## src/rtl/normalizer_left_shifter.sv

```systemverilog
// Normalizing left shifter for a floating-point adder datapath.
// Two-stage valid/ready pipeline: stage 1 captures the operand and its
// leading-zero count, stage 2 holds the shifted, rounding-ready result.
// Optional build macro: NORMALIZER_DENORMAL_CLAMP_EN limits the shift so the
// exponent never drops below 1, producing a subnormal encoding instead.

module normalizer_left_shifter (
    input  logic        clk,
    input  logic        reset_n,
    input  logic        in_valid,
    output logic        in_ready,
    input  logic        in_sign,
    input  logic [9:0]  in_exponent,
    input  logic [47:0] in_mantissa,
    output logic        out_valid,
    input  logic        out_ready,
    output logic        out_sign,
    output logic [9:0]  out_exponent,
    output logic [23:0] out_mantissa,
    output logic        out_guard,
    output logic        out_round,
    output logic        out_sticky,
    output logic        out_zero
);

    // Stage 1 registers
    logic        r_s1_valid;
    logic        r_s1_sign;
    logic [9:0]  r_s1_exp;
    logic [47:0] r_s1_mant;
    logic [5:0]  r_s1_lzc;

    // Stage 2 registers
    logic        r_s2_valid;
    logic        r_s2_sign;
    logic [9:0]  r_s2_exp;
    logic [23:0] r_s2_mant;
    logic        r_s2_guard;
    logic        r_s2_round;
    logic        r_s2_sticky;
    logic        r_s2_zero;

    logic        w_s1_adv;
    logic        w_in_fire;
    logic [5:0]  w_lzc;
    logic [5:0]  w_shift;
    logic [47:0] w_shifted;
    logic [9:0]  w_exp_nxt;
    logic        w_zero;
`ifdef NORMALIZER_DENORMAL_CLAMP_EN
    logic [10:0] w_exp_m1;
    logic [10:0] w_lim;
`endif

    // Handshake: stage 1 moves on whenever stage 2 is empty or draining
    always_comb begin
        w_s1_adv  = !r_s2_valid || out_ready;
        in_ready  = !r_s1_valid || w_s1_adv;
        w_in_fire = in_valid && in_ready;
    end

    // Leading-zero count of the incoming mantissa; highest set bit wins
    always_comb begin
        w_lzc = 6'd48;
        for (int i = 0; i < 48; i++) begin
            if (in_mantissa[i]) begin
                w_lzc = 6'(47 - i);
            end
        end
    end

    // Shift amount selection; the clamp keeps the exponent at 1 or above
    always_comb begin
`ifdef NORMALIZER_DENORMAL_CLAMP_EN
        w_exp_m1 = {r_s1_exp[9], r_s1_exp} - 11'd1;
        w_lim    = w_exp_m1[10] ? 11'd0 : w_exp_m1;
        w_shift  = ({5'd0, r_s1_lzc} < w_lim) ? r_s1_lzc : w_lim[5:0];
`else
        w_shift  = r_s1_lzc;
`endif
    end

    // Shifted mantissa and adjusted exponent for the stage 2 register
    always_comb begin
        w_zero    = (r_s1_lzc == 6'd48);
        w_shifted = r_s1_mant << w_shift;
        w_exp_nxt = r_s1_exp - {4'd0, w_shift};
`ifdef NORMALIZER_DENORMAL_CLAMP_EN
        // Hidden bit not reached: encode as subnormal
        if (!w_shifted[47]) begin
            w_exp_nxt = 10'd0;
        end
`endif
        if (w_zero) begin
            w_shifted = 48'd0;
            w_exp_nxt = 10'd0;
        end
    end

    // Stage valid flags; synchronous reset discards in-flight items
    always_ff @(posedge clk) begin
        if (!reset_n) begin
            r_s1_valid <= 1'b0;
            r_s2_valid <= 1'b0;
        end else begin
            if (in_ready) begin
                r_s1_valid <= in_valid;
            end
            if (w_s1_adv) begin
                r_s2_valid <= r_s1_valid;
            end
        end
    end

    // Stage 1 data capture on an accepted input
    always_ff @(posedge clk) begin
        if (w_in_fire) begin
            r_s1_sign <= in_sign;
            r_s1_exp  <= in_exponent;
            r_s1_mant <= in_mantissa;
            r_s1_lzc  <= w_lzc;
        end
    end

    // Stage 2 data capture when stage 1 holds an item and may advance
    always_ff @(posedge clk) begin
        if (w_s1_adv && r_s1_valid) begin
            r_s2_sign   <= r_s1_sign;
            r_s2_exp    <= w_exp_nxt;
            r_s2_mant   <= w_shifted[47:24];
            r_s2_guard  <= w_shifted[23];
            r_s2_round  <= w_shifted[22];
            r_s2_sticky <= |w_shifted[21:0];
            r_s2_zero   <= w_zero;
        end
    end

    // Output drive straight from stage 2
    always_comb begin
        out_valid    = r_s2_valid;
        out_sign     = r_s2_sign;
        out_exponent = r_s2_exp;
        out_mantissa = r_s2_mant;
        out_guard    = r_s2_guard;
        out_round    = r_s2_round;
        out_sticky   = r_s2_sticky;
        out_zero     = r_s2_zero;
    end

endmodule

```

## config.mk

```make
export PLATFORM = sky130hd
export DESIGN_NAME = normalizer_left_shifter
export DESIGN_NICKNAME = d
export VERILOG_FILES = /design/src/rtl/normalizer_left_shifter.sv
export SDC_FILE = /design/constraint.sdc
export NUM_CORES = 1
export LEC_CHECK = 0
export ABC_AREA = 1
export BUFFER_PORTS_ARGS = -buffer_cell sky130_fd_sc_hd__buf_2
export CAP_MARGIN = 20
export CORE_ASPECT_RATIO = 1.5
export CORE_MARGIN = 5
export CORE_UTILIZATION = 54
export CTS_BUF_LIST = sky130_fd_sc_hd__clkbuf_2 sky130_fd_sc_hd__clkbuf_4 sky130_fd_sc_hd__clkbuf_8
export CTS_CLUSTER_DIAMETER = 80
export DETAILED_ROUTE_END_ITERATION = 7
export PLACE_DENSITY = 0.8
export SLEW_MARGIN = 20
export SYNTH_ARGS = -nofsm -noshare
export SYNTH_HDL_FRONTEND = slang
export SYNTH_SLANG_ARGS = --single-unit
```

## constraint.sdc

```tcl
create_clock -name clk -period 3 [get_ports clk]
set_input_delay 0.45 -clock clk [delete_from_list [all_inputs] [get_ports clk]]
set_output_delay 0.45 -clock clk [all_outputs]
set_load 0.05 [all_outputs]
```

After elaboration in Yosys (flattened, before gate mapping)
Cells that the tools add are included.
Cells by class
  add/sub/neg operators: 1
  equality and inequality tests: 1
  reductions and logical operators: 12
  mux-type cells: 48
  shift operators: 1
Operator list (number)
  6-bit two-way mux: 15
  5-bit two-way mux: 17
  48-bit by 6-bit << shifter with 48-bit output: 1
  4-bit two-way mux: 8
  32-bit OR reduction: 1
  22-bit two-way mux: 1
  22-bit OR reduction: 1
  16-bit OR reduction: 1
  3-bit two-way mux: 4
  10-bit by 6-bit subtractor with 10-bit output: 1
  8-bit OR reduction: 1
  6-bit equality test (second input constant): 1
  2-bit two-way mux: 2
  4-bit OR reduction: 1
  1-bit logical AND: 2
  1-bit logical NOT: 2
  1-bit logical OR: 2
  2-bit OR reduction: 1
  1-bit two-way mux: 1
Word-level totals
  bits of input ports: 63
  register bits after elaboration: 106

Longest topological paths before layout
  depth after elaboration: 47
  gate-level depth with buffers: 47

Worst setup path after synthesis
Ideal clock, no wire load.
  path kind: register to register
  start point: register r_s2_valid, in the netlist out_valid
  end point: register r_s2_exp[0], in the netlist out_exponent[0], enable pin
  arrival time: 2.507 ns
  stages on the path, launching flop included: 2
  clock period less this slack: 2.955 ns
  buffers on the path: 0
  library setup time: 0.448 ns
  path slack: 0.045 ns
  required time: 2.552 ns
  path through: dfxtp_1 -> a21oi_1
On the way
  cells in the longest elaborated chain, start to end: 3
Ends and longest elaborated chain
  from (decl): RTL line 34  | logic r_s2_valid;
  from (signal assigned): RTL line 110  | r_s2_valid <= r_s1_valid;
  1-bit logical NOT: RTL line 57  | w_s1_adv = !r_s2_valid || out_ready;
  1-bit logical OR: RTL line 57
  1-bit logical AND: RTL line 127  | if (w_s1_adv && r_s1_valid) begin
  to (signal assigned): RTL line 129  | r_s2_exp <= w_exp_nxt;
  to (decl): RTL line 36  | logic [9:0] r_s2_exp;
Every way passes these cells.
A chain may end at the register's enable or synchronous reset.

Final worst setup path
  start point: register r_s1_lzc[0]
  end point: register r_s2_sticky, in the netlist out_sticky, data pin
On the way
  cells in the longest elaborated chain, start to end: 3
Ends and longest elaborated chain
  from (decl): RTL line 31  | logic [5:0] r_s1_lzc;
  from (signal assigned): RTL line 121  | r_s1_lzc <= w_lzc;
  48-bit by 6-bit << shifter with 48-bit output or 6-bit equality test (tied branches): RTL line 86, 85
  22-bit two-way mux (*): RTL line 94  | if (w_zero) begin
  22-bit OR reduction (*): RTL line 133  | r_s2_sticky <= |w_shifted[21:0];
  to (signal assigned): RTL line 133
  to (decl): RTL line 40  | logic r_s2_sticky;
Mark *: on every way between the ends. The rest lies on a longest branch, timed or not.

==> flow_summary.toml <==
[worst_setup_path]
startpoint_type = "flop"
worst_path_largest_cell_delay_ns = 0.43
critical_path_class = "flop to flop"
required_ns = 3.13
end_kind = "flop"
r2r-start = "r_s1_lzc[0]$_SDFFCE_PP0P_"
critPathSlowestCell = "edfxtp_1"
crit_fanout = 12
arrival_ns = 2.78
crit_top_cell = "o21ai_0"
crit_path_cell_trace = "buf_4 > buf_4 > nand2_1 > nand2_1 > o21ai_0 > o21ai_0 > o21ai_0 > nor2_1 > nor3_1 > a31oi_1"
timing.rr.end = "out_sticky$_DFFE_PP_"
ff2ff_setup_slack_ns = 0.36
rr_worst_depth = 10

[drt]
drc = 0
dr_total_vias = 6083
drtIter0Drc = 510
ant_nets = 0
firstDrtPassIters = 6
wl_mm = 16.9
vias_per_cell = 5.48
wl_per_cell_um = 15.3

[pwr]
swShare_pct = 32.8
power_switching_uw = 1160
power_density_nw_per_um2 = 460
vdd_drop_max_mv = 0.259
clkPwrFrac_pct = 24.5
power.internal_uw = 2370
combPwrFrac_pct = 25.4
p_leak_uw = 0.00350
power_frac_seq_pct = 50.1

[cts]
htreeDepth = 3
numCtsBuffers = 9
cts.sinks = 106
clock_path_buffers = 2
cts_root_buf = "clkbuf_8"
clk_pin_slew_ns = 0.11
ctsHoldBuffers = 0
insertion_delay_ns = 0.39
cts_tree = "done"

[final_layout]
nets = 1022
syn_to_final_growth_pct = 15.1
final_core_util_pct = 63.8
stdcell_count = 1110
drive_gt1_share_pct = 17.5
fillers = 1100
n_antenna_cell = 0
design_area_um2 = 7670

[worst_hold_path]
hold_path.startpoint = "in_exponent[9]"
hold_depth = 1
hp-class = "input pin to flop"
hold_path_end = "r_s1_exp[9]$_DFFE_PP_"

[timing]
fmax_mhz = 378
rsz0062_at_grt = "yes"
min_period_ns = 2.64
setup_viol = 0
finalHoldViolCount = 0
period_share_pct = 88.1
final.setup.worst_slack_ns = 0.357
clock_skew_ns = 0.0146
slew_violations = 0
slew_headroom_pct = 68.0
fin_tns_setup_ns = 0
tightest_slew_ns = 0.479

[logic_synthesis]
synth_seq_cells = 106
syn_avg_cell_area_um2 = 7.82
synth_top_area_cell = "edfxtp_1"
yosysUniqueCellTypes = 38
ys_top_cells_by_area = "edfxtp_1 (47%), nand2_1 (15%), o21ai_0 (7.4%), inv_1 (4.7%), nand3_1 (3.9%)"
synthCells = 851
syn-num-nets = 921
synth_top_area_share_pct = 46.9
synth_area_um2 = 6660
yosys_warnings = 0
ys_seq_area_share_pct = 47.5

[placed_design]
dp_hpwl_mm = 13.2
preCtsSetupSlack_ns = -0.0835
placed_cell_area_um2 = 7450
gp_congestion = 1.02
dp_cells = 1093
numPortBuffers = 103

[global_routing]
grt_max_degree = 47
grt_pass1_wl_mm = 27.4
overflow = 0
grt_pass1_vias = 5687
antenna_found_initial = 0
grt.total_usage_pct = 23.4

[flow_run]
drv_cap = 0

[floorplan]
core_area_um2 = 12000
boundaryPins = 104
die-area_um2 = 14700
start_util_pct = 55.4
rows = 49
die_x_um = 101
die_y_um = 146

[status]
status = "completed"
[per-stage QoR]
stage	total power, µW	hold slack, ns
floorplan	2410	0.400
global placement	2670	0.405
detailed placement	2680	0.407
CTS	3520	0.217
global route	3700	0.212
finish	3530	0.226
[how the worst max path moves through the flow]
stage	slack [ns]	to	startpoint	cells past startpoint
6_report	0.36	out_sticky$_DFFE_PP_	r_s1_lzc[0]$_SDFFCE_PP0P_	10
2_1_floorplan	0.04	out_exponent[0]$_SDFFCE_PP0P_	out_valid$_SDFFE_PN0P_	1
3_3_place_gp	-0.07	r_s1_lzc[0]$_SDFFCE_PP0P_	in_mantissa[1]	48
4_1_cts	0.26	out_exponent[8]$_SDFFCE_PP0P_	r_s1_lzc[0]$_SDFFCE_PP0P_	15
5_1_grt	-0.004	r_s1_lzc[0]$_SDFFCE_PP0P_	in_mantissa[1]	48
3_5_place_dp	-0.08	r_s1_lzc[0]$_SDFFCE_PP0P_	in_mantissa[1]	48
[layout make-up]
class | instances | area, µm² | area share (%)
flip-flops and latches | 106 | 3160 | 41.3
repair buffers | 134 | 779 | 10.2
clock buffers | 11 | 151 | 1.97
well taps | 153 | 191 | 2.50
inverters | 93 | 377 | 4.91
multi-input cells | 608 | 2970 | 38.7
clock inverters | 5 | 37.5 | 0.490
[cell usage in the layout (no fill, tap or decap), types with 2 or more instances in the layout]
cell type and count:
clkinv_1 2, nor2_1 65, or2_2 5, nand2_1 265, bufinv_8 2, buf_4 30
ha_1 6, nor4_1 6, inv_2 7, clkinv_2 2, o21ai_0 99, nand3_1 52
mux2i_1 24, o31ai_1 4, inv_1 82, buf_2 100, o21bai_1 3, nor3_1 10
a31oi_1 5, o2111ai_1 5, clkbuf_8 11, dfxtp_1 2, edfxtp_1 104, a21oi_1 18
o211ai_1 6, buf_6 3, o221ai_1 4, o22ai_1 16
[cells in the mapped netlist]
master	number
a211oi_1	1
inv_2	5
buf_1	9
nand4_1	1
a22oi_1	1
a22o_1	1
nand2_1	266
a21boi_0	1
a211o_1	1
a31oi_1	5
o31ai_1	4
o221ai_1	4
edfxtp_1	104
o2111a_1	1
o2111ai_1	5
clkbuf_1	35
or2_2	5
and2_1	1
o22ai_1	16
clkinv_1	2
nor4_1	6
nor3_1	10
nand3_1	52
o211ai_1	6
o22a_1	1
nand3b_1	1
dfxtp_1	2
a21oi_1	19
o311ai_0	1
bufinv_8	2
o21bai_1	3
fa_1	1
a21oi_2	1
nor2_1	65
ha_1	6
o21ai_0	99
mux2i_1	24
inv_1	84
[flip-flops by register name, indices dropped and copies added, names as in the netlist]
signal,count
r_s1_lzc,6
r_s1_exp,10
r_s1_valid,1
out_sticky,1
r_s1_sign,1
out_sign,1
r_s1_mant,48
out_exponent,10
out_mantissa,24
out_round,1
out_guard,1
out_valid,1
out_zero,1
[metal layers]
| layer | vias up | share of wire (%) | global-route usage, % |
|---|---|---|---|
| li1 | 3081 | - | - |
| met1 | 2743 | 39 | 27.5 |
| met2 | 211 | 53 | 41.8 |
| met3 | 48 | 5.3 | 2.64 |
| met4 | 0 | 3.5 | 10.7 |
| met5 | - | 0 | 0 |
[critical path, delay by kind of cell (launching register included)]
family / cells / cell delay (ns)
and+or+nand+nor: 4 / 0.55
AOI/OAI and AO/OA: 4 / 1.04
DFF: 1 / 0.43
buffers and inverters: 2 / 0.36
[cell families (layout without fill, tap and decap cells)]
kind of cell	Yosys count	after routing	synth area share (%)
AOI/OAI and AO/OA	170	170	14.7
adders and majority gates	7	7	1.43
buffers and inverters	137	243	8.14
DFF	106	106	47.5
muxes	24	24	3.61
and+or+nand+nor	407	407	24.7
[power by group through the flow]
stage	Combinational (µW)	Clock [µW]	Sequential, µW
final	896	866	1770
after global routing	991	932	1780
after CTS	883	868	1770
after detailed placement	879	0	1800
after global placement	871	0	1800
after floorplan	490	0	1920
[repair_timing]
| action | 4_1_cts | 5_1_grt |
|---|---|---|
| endpoints found under the setup margin | 0 | 2 |
| resized for setup | 0 | 5 |
| setup buffers | 0 | 1 |
Power figures use the tool's default switching activity.
